===== src/rtl/game_sequencer.sv =====
// Breakout game flow: monitor-sync wait, serve, play, life/level bookkeeping, game over/won.
// Optional GAME_SEQUENCER_AUTO_SERVE_EN: serve after the pause with no button press.
module game_sequencer #(
    parameter int unsigned START_DELAY_CYC = 100000000,
    parameter int unsigned NUM_LIVES       = 3,
    parameter int unsigned NUM_LEVELS      = 4,
    parameter int unsigned PAUSE_FRAMES    = 60
) (
    input  logic       pxl_clk,
    input  logic       reset,
    input  logic       vsync,
    input  logic       win,
    input  logic       lose,
    input  logic       serve_btn,
    output logic       start,
    output logic       ball_reset,
    output logic       blocks_reset,
    output logic [3:0] lives,
    output logic [3:0] level,
    output logic [2:0] state,
    output logic       game_over,
    output logic       game_won
);
    localparam int unsigned DLY_W = (START_DELAY_CYC > 1) ? $clog2(START_DELAY_CYC) : 1;
    localparam logic [DLY_W-1:0] DLY_LAST   = DLY_W'(START_DELAY_CYC - 1);
    localparam logic [7:0]       PAUSE_INIT = 8'(PAUSE_FRAMES);
    localparam logic [3:0]       LIVES_INIT = 4'(NUM_LIVES);
    localparam logic [3:0]       LEVEL_LAST = 4'(NUM_LEVELS - 1);

    typedef enum logic [2:0] {
        S_WAIT_SYNC = 3'd0,
        S_SERVE     = 3'd1,
        S_PLAY      = 3'd2,
        S_LOST      = 3'd3,
        S_LEVEL_UP  = 3'd4,
        S_OVER      = 3'd5,
        S_WON       = 3'd6
    } state_t;

    state_t           state_q, state_d;
    logic [DLY_W-1:0] dly_q, dly_d;
    logic [7:0]       frame_q, frame_d, frame_dec;
    logic [3:0]       lives_q, lives_d;
    logic [3:0]       level_q, level_d;
    logic             start_q, start_d;
    logic             ball_reset_q, ball_reset_d;
    logic             blocks_reset_q, blocks_reset_d;
    logic             game_over_q, game_over_d;
    logic             game_won_q, game_won_d;
    logic             frame_tick_q, frame_tick_d;
    logic             vsync_r1_q, vsync_r2_q;
    logic             serve_s1_q, serve_s2_q, serve_s3_q;
    logic             win_r_q, win_h_q, lose_r_q, lose_h_q;
    logic             serve_rise, win_rise, lose_rise, serve_ok;
`ifndef GAME_SEQUENCER_AUTO_SERVE_EN
    logic             serve_seen_q, serve_seen_d;
`endif

    assign serve_rise = serve_s2_q & ~serve_s3_q;
    assign win_rise   = win_r_q & ~win_h_q;
    assign lose_rise  = lose_r_q & ~lose_h_q;

    always_comb begin
        state_d        = state_q;
        dly_d          = dly_q;
        frame_d        = frame_q;
        lives_d        = lives_q;
        level_d        = level_q;
        ball_reset_d   = 1'b0;
        blocks_reset_d = 1'b0;
        frame_tick_d   = vsync_r2_q & ~vsync_r1_q;
        frame_dec      = (frame_tick_q && frame_q != 8'd0) ? frame_q - 8'd1 : frame_q;
`ifdef GAME_SEQUENCER_AUTO_SERVE_EN
        serve_ok       = 1'b1;
`else
        serve_seen_d   = serve_seen_q | serve_rise;
        serve_ok       = serve_seen_q | serve_rise;
`endif
        case (state_q)
            S_WAIT_SYNC: begin
                if (dly_q == DLY_LAST) begin
                    ball_reset_d   = 1'b1;
                    blocks_reset_d = 1'b1;
                    state_d        = S_SERVE;
                end else begin
                    dly_d = dly_q + 1'b1;
                end
            end
            S_SERVE: begin
                frame_d = frame_dec;
                if (frame_q == 8'd0 && serve_ok) state_d = S_PLAY;
            end
            S_PLAY: begin
                // A win on the same cycle as a miss takes precedence and spares the life.
                if (win_rise) begin
                    if (level_q >= LEVEL_LAST) begin
                        state_d = S_WON;
                    end else begin
                        level_d = level_q + 4'd1;
                        state_d = S_LEVEL_UP;
                    end
                end else if (lose_rise) begin
                    if (lives_q != 4'd0) lives_d = lives_q - 4'd1;
                    state_d = (lives_q <= 4'd1) ? S_OVER : S_LOST;
                end
            end
            S_LOST: begin
                frame_d = frame_dec;
                if (frame_q == 8'd0) begin
                    ball_reset_d = 1'b1;
                    state_d      = S_SERVE;
                end
            end
            S_LEVEL_UP: begin
                frame_d = frame_dec;
                if (frame_q == 8'd0) begin
                    ball_reset_d   = 1'b1;
                    blocks_reset_d = 1'b1;
                    state_d        = S_SERVE;
                end
            end
            S_OVER, S_WON: begin
                if (serve_rise) begin
                    lives_d        = LIVES_INIT;
                    level_d        = 4'd0;
                    ball_reset_d   = 1'b1;
                    blocks_reset_d = 1'b1;
                    state_d        = S_SERVE;
                end
            end
            default: state_d = S_WAIT_SYNC;
        endcase

        // Every entry into a pause state restarts the frame count and forgets earlier presses.
        if (state_d != state_q &&
            (state_d == S_SERVE || state_d == S_LOST || state_d == S_LEVEL_UP)) begin
            frame_d = PAUSE_INIT;
`ifndef GAME_SEQUENCER_AUTO_SERVE_EN
            serve_seen_d = 1'b0;
`endif
        end

        start_d     = (state_d == S_PLAY);
        game_over_d = (state_d == S_OVER);
        game_won_d  = (state_d == S_WON);
    end

    always_ff @(posedge pxl_clk) begin
        if (reset) begin
            state_q        <= S_WAIT_SYNC;
            dly_q          <= '0;
            frame_q        <= 8'd0;
            lives_q        <= LIVES_INIT;
            level_q        <= 4'd0;
            start_q        <= 1'b0;
            ball_reset_q   <= 1'b0;
            blocks_reset_q <= 1'b0;
            game_over_q    <= 1'b0;
            game_won_q     <= 1'b0;
            frame_tick_q   <= 1'b0;
            vsync_r1_q     <= 1'b1;
            vsync_r2_q     <= 1'b1;
            serve_s1_q     <= 1'b0;
            serve_s2_q     <= 1'b0;
            serve_s3_q     <= 1'b0;
            win_r_q        <= 1'b0;
            win_h_q        <= 1'b0;
            lose_r_q       <= 1'b0;
            lose_h_q       <= 1'b0;
`ifndef GAME_SEQUENCER_AUTO_SERVE_EN
            serve_seen_q   <= 1'b0;
`endif
        end else begin
            state_q        <= state_d;
            dly_q          <= dly_d;
            frame_q        <= frame_d;
            lives_q        <= lives_d;
            level_q        <= level_d;
            start_q        <= start_d;
            ball_reset_q   <= ball_reset_d;
            blocks_reset_q <= blocks_reset_d;
            game_over_q    <= game_over_d;
            game_won_q     <= game_won_d;
            frame_tick_q   <= frame_tick_d;
            vsync_r1_q     <= vsync;
            vsync_r2_q     <= vsync_r1_q;
            serve_s1_q     <= serve_btn;
            serve_s2_q     <= serve_s1_q;
            serve_s3_q     <= serve_s2_q;
            win_r_q        <= win;
            win_h_q        <= win_r_q;
            lose_r_q       <= lose;
            lose_h_q       <= lose_r_q;
`ifndef GAME_SEQUENCER_AUTO_SERVE_EN
            serve_seen_q   <= serve_seen_d;
`endif
        end
    end

    assign start        = start_q;
    assign ball_reset   = ball_reset_q;
    assign blocks_reset = blocks_reset_q;
    assign lives        = lives_q;
    assign level        = level_q;
    assign state        = state_q;
    assign game_over    = game_over_q;
    assign game_won     = game_won_q;
endmodule


===== config.mk =====
export PLATFORM = sky130hd
export DESIGN_NAME = game_sequencer
export DESIGN_NICKNAME = d
export VERILOG_FILES = /design/src/rtl/game_sequencer.sv
export SDC_FILE = /design/constraint.sdc
export NUM_CORES = 1
export LEC_CHECK = 0
export BUFFER_PORTS_ARGS = -buffer_cell sky130_fd_sc_hd__buf_2
export CAP_MARGIN = 20
export CORE_MARGIN = 8
export CORE_UTILIZATION = 62
export CTS_BUF_LIST = sky130_fd_sc_hd__clkbuf_8
export CTS_CLUSTER_SIZE = 20
export DETAILED_ROUTE_END_ITERATION = 8
export HOLD_SLACK_MARGIN = 0.1
export PLACE_DENSITY = 0.82
export SKIP_LAST_GASP = 1
export SYNTH_ARGS = -nofsm -noshare
export SYNTH_HDL_FRONTEND = slang
export SYNTH_SLANG_ARGS = --single-unit

===== constraint.sdc =====
create_clock -name pxl_clk -period 2.6 [get_ports pxl_clk]
set_input_delay 0.39 -clock pxl_clk [delete_from_list [all_inputs] [get_ports pxl_clk]]
set_output_delay 0.39 -clock pxl_clk [all_outputs]
set_load 0.05 [all_outputs]

==> results list <==
- Outcome: finished clean
* Worst Path Max Fanout: 6
- In this run the tightest slew margin relative to its limit is approximately 62%.
* Count of antenna-violating nets left after detailed routing: 0
* PnR worst setup slack: between 0.15 and 0.2 ns
- The first global-routing pass estimated approximately 10 mm of wire.
* Post-route design area: 0.00324 mm^2
- The total area inside the core boundary comes to approximately 0.0044 mm^2.
- Counting tap cells, the placed design contains a total of 393 instances.
- Synthesized area divided by synthesized cell count: between 8 and 9 um^2
- Hold repair after CTS inserted 0 buffers.
- The clock reaches the later pin of the worst-skew pair after between 0.3 and 0.4 ns.
- At the end of the flow, the number of nets in the layout was about 360.
- Proportion of netlist area held by the largest area contributor: 43.6%
- # clock sinks: 62
- From left edge to right edge, the die measures between 80 and 90 um.
- Worst VDD drop: 0.000671 V
- 22 I/O pins were placed.
* Share of synthesized flip-flops with an asynchronous set or reset: 0%
* Fmax: around 410 MHz
* Clock-pin transition on the worst setup and hold timing paths: 0.07 ns
- Number of synthesized register bits: 62
* Part of the total power dissipated in sequential elements: ~49%
- In this run the vertical extent of the chip is roughly 84 um.
- CTS built an H-tree with a depth of 3.
- The number of nets in the synthesized netlist is 336.
* Biggest area consumer among synthesized cells: sky130_fd_sc_hd__dfxtp_1
* Slowest stage cell, crit path: sky130_fd_sc_hd__or4b_4
- Proportion of power drawn by combinational gates: 2.6%
- Clock tree synthesis inserted a total of 9 buffers.
* Final-layout setup total negative slack: 0 ns
* Area of placed instances: 0.00302 mm^2
- Number of DRC violations after detailed routing: 0
- Counting flops with a built-in enable in the synthesized netlist gives 0.
- Aggregate global routing overflow: 0
- The count of final max-slew check failures was 0.
- Of the cells placed in the final design, the portion with a size suffix greater than 1 is between 15 and 20%.
- The Yosys step of the flow raised 0 warnings.
- The HPWL after detailed placement is just over 4 mm.
- Leak pwr: 1.26 nW
- Element type at the critical path start: register
* Worst hold path type: in2reg
- Area overhead of the layout relative to synthesis: 13.8%
- The congestion estimate from routability-driven global placement came to 0.942.
- After filler insertion, the fill cell instance count of the layout stands at 318.
* Top FF cell, synth: sky130_fd_sc_hd__dfxtp_1
- Overall power consumption after layout is estimated at approximately 2 mW.
* Number of core rows: 24
* Count of cells resized by post-cts repair: 0
- Timing analysis after detailed placement gives a worst setup slack of roughly 0.22 ns.
- Critical Path End Type: register
- Area of the die: around 0.007 mm^2
- Switching power: around 420 uW
- Yosys mapped the design onto 50 distinct sky130hd cell types.
* Unrepaired setup endpoints after global routing: no
- CP required: 2.81 ns
* Slowest Stage Delay on Critical Path: roughly 0.51 ns
- Detailed routing inserted a total of between 2k and 2.5k vias.
* Effective utilization at floorplan: between 60% and 70%
- In this run the post-CTS setup repair buffer count came out at 0.
- The final layout contains routed wiring with a total length of just under 6 mm.
* Global-route total usage across every layer: 17.1%
- Setup violations remaining at the end of the flow were counted as 0.
- The tool flagged a number of max-cap violations equal to 0.
- Avg WL per Cell: 14.1 um
- Vias in the first global route: 2285
- Pwr per Cell Area: just over 600 mW/mm^2
* DR iter-0 viols: around 120
- 0 antenna diodes ended up in the layout.
- Clock power share: between 40% and 50%
* Area of the mapped netlist: about 0.0028 mm^2
- Entering global routing, the biggest net connects 35 pins.
- Shortest period the worst path allows: between 2 and 2.5 ns
- Of the total power, the share spent switching nets is approximately 22%.
* Tcrit/Tclk final: 93.0%
- The initial antenna violation count is 0.
- For this run, the detailed router's first-pass iteration total came to 4.
- Leaving out filler cells and counting taps, the final layout contains 409.
- Across the routed clock network, the largest skew measured is about 0.0076 ns.
* Total internal power: 1.54 mW
* Portion of the post-synthesis area used by sequential elements: 43.6%
* PortBufs: 21
* Maximum clock path buffer count: 2
- Data on the critical path arrives at its endpoint at about 2.6 ns.
* Ordered list of cells on the worst path: inv_1 > ha_1 > or4b_4 > a2111oi_4 > a221oi_2 > nor3_4 > nand3b_2 > o31ai_1 > buf_4 > nor3_1
* Gate count after technology mapping: between 300 and 400
- Post-layout util: between 70% and 80%
* Slew at the pin closest to its max-slew limit: between 0.5 and 0.6 ns
- In this run the clock root is driven by a sky130_fd_sc_hd__clkbuf_8.
- Number of hold-slack violations in the final timing report: 0
- Biggest area contributors in the synthesized netlist: sky130_fd_sc_hd__dfxtp_1 44%, sky130_fd_sc_hd__nor2_1 7.0%, sky130_fd_sc_hd__xnor2_1 4.9%, sky130_fd_sc_hd__xor2_1 4.0%, sky130_fd_sc_hd__a21oi_1 2.6%
* TritonCTS clock tree: done
- The tightest hold path in the finished design has a slack of roughly 0.22 ns.
- Avg Vias per Cell: between 5 and 6
* Critical Setup Path Class: reg2reg
## sequential cells by signal (all words and copies together) (netlist names)
signal and count:
ball_reset 1, blocks_reset 1, dly_q 27, frame_q 8
frame_tick_q 1, game_over 1, game_won 1, level 4
lives 4, lose_h_q 1, lose_r_q 1, serve_s1_q 1
serve_s2_q 1, serve_s3_q 1, serve_seen_q 1, start 1
state 3, vsync_r1_q 1, vsync_r2_q 1, win_h_q 1
win_r_q 1
## critical path: cells and delay by family (launching register included)
family / cells / cell delay, ns
buffers and inverters: 2 / 0.26
AOI/OAI and AO/OA: 3 / 0.52
and+or+nand+nor: 4 / 0.99
adders and majority gates: 1 / 0.19
DFF: 1 / 0.31
## kinds of logic (layout without fill, tap and decap cells)
| kind of cell | after synthesis | in the layout | synth area share [%] |
|---|---|---|---|
| AO/OA/AOI/OAI | 46 | 46 | 11.8 |
| XOR/XNOR | 29 | 29 | 8.92 |
| adder cells (fa/ha/maj) | 6 | 6 | 2.55 |
| buffers and inverters | 26 | 58 | 3.60 |
| flip-flops | 62 | 62 | 43.6 |
| multiplexers | 2 | 2 | 0.703 |
| AND/OR/NAND/NOR | 154 | 154 | 28.8 |
## layer usage
metal | part of all wire (%) | vias to the layer above | track usage (%) | routed length, um
li1 | - | 1173 | - | -
met1 | 44 | 1082 | 19.3 | 2550
met2 | 49 | 46 | 28.0 | 2830
met3 | 4.5 | 15 | 4.79 | 263
met4 | 2.4 | 0 | 9.89 | 139
met5 | 0 | - | 0 | 0
## area by class of cell
type	count	area (um^2)	area share [%]
Multi-Input combinational cell	237	1500	46.4
Sequential cell	62	1240	38.3
Timing Repair Buffer	27	150	4.64
Clock buffer	10	138	4.25
Clock inverter	6	85.1	2.63
Tap cell	52	65.1	2.01
Inverter	15	56.3	1.74
## Yosys cell counts, types with 3 or more instances
library cell and number:
sky130_fd_sc_hd__dfxtp_1 62, sky130_fd_sc_hd__nor2_1 53, sky130_fd_sc_hd__nand2_1 19, sky130_fd_sc_hd__xnor2_1 16, sky130_fd_sc_hd__a21oi_1 15, sky130_fd_sc_hd__inv_1 15, sky130_fd_sc_hd__nand3_1 14, sky130_fd_sc_hd__xor2_1 13
sky130_fd_sc_hd__nor3_1 11, sky130_fd_sc_hd__o21ai_0 10, sky130_fd_sc_hd__nor2b_1 9, sky130_fd_sc_hd__and4_1 7, sky130_fd_sc_hd__clkbuf_1 7, sky130_fd_sc_hd__or3_1 7, sky130_fd_sc_hd__ha_1 5, sky130_fd_sc_hd__nand2b_1 5
sky130_fd_sc_hd__and2_1 4, sky130_fd_sc_hd__buf_2 4, sky130_fd_sc_hd__nor4_1 4, sky130_fd_sc_hd__and3_1 3, sky130_fd_sc_hd__nand4_1 3, sky130_fd_sc_hd__nor4b_1 3, sky130_fd_sc_hd__o211ai_1 3, sky130_fd_sc_hd__o21bai_1 3
## path summary, 6_finish.rpt
kind / start / end / slack [ns] / depth (start not counted)
setup / recovery: frame_q[0] / frame_q[1] / 0.18 / 10
hold / removal: vsync / vsync_r1_q / 0.22 / 2
setup reg to reg: frame_q[0] / frame_q[1] / 0.18 / 10
hold reg to reg: vsync_r2_q / frame_tick_q / 0.43 / 2
## cells in the final DEF, fill, tap and decap left out, types with 5 or more instances in the layout
master	n
sky130_fd_sc_hd__or3_1	7
sky130_fd_sc_hd__nand2_1	19
sky130_fd_sc_hd__o21ai_0	10
sky130_fd_sc_hd__dfxtp_1	62
sky130_fd_sc_hd__nand3_1	14
sky130_fd_sc_hd__buf_2	21
sky130_fd_sc_hd__a21oi_1	15
sky130_fd_sc_hd__inv_1	15
sky130_fd_sc_hd__buf_4	6
sky130_fd_sc_hd__and4_1	7
sky130_fd_sc_hd__ha_1	5
sky130_fd_sc_hd__clkbuf_8	10
sky130_fd_sc_hd__nor3_1	11
sky130_fd_sc_hd__xor2_1	13
sky130_fd_sc_hd__xnor2_1	16
sky130_fd_sc_hd__nand2b_1	5
sky130_fd_sc_hd__nor2_1	53
sky130_fd_sc_hd__nor2b_1	9
## power groups by stage
stage                     combinational, mW  sequential (mW)  clock [mW]
after floorplan                      0.0399            0.988           0
after global placement               0.0502            0.989           0
after detailed placement             0.0515            0.990           0
after CTS                            0.0519            0.969       0.959
after global routing                 0.0581            0.970        1.00
final                                0.0513            0.969       0.949
(Power assumes the default switching activity.)
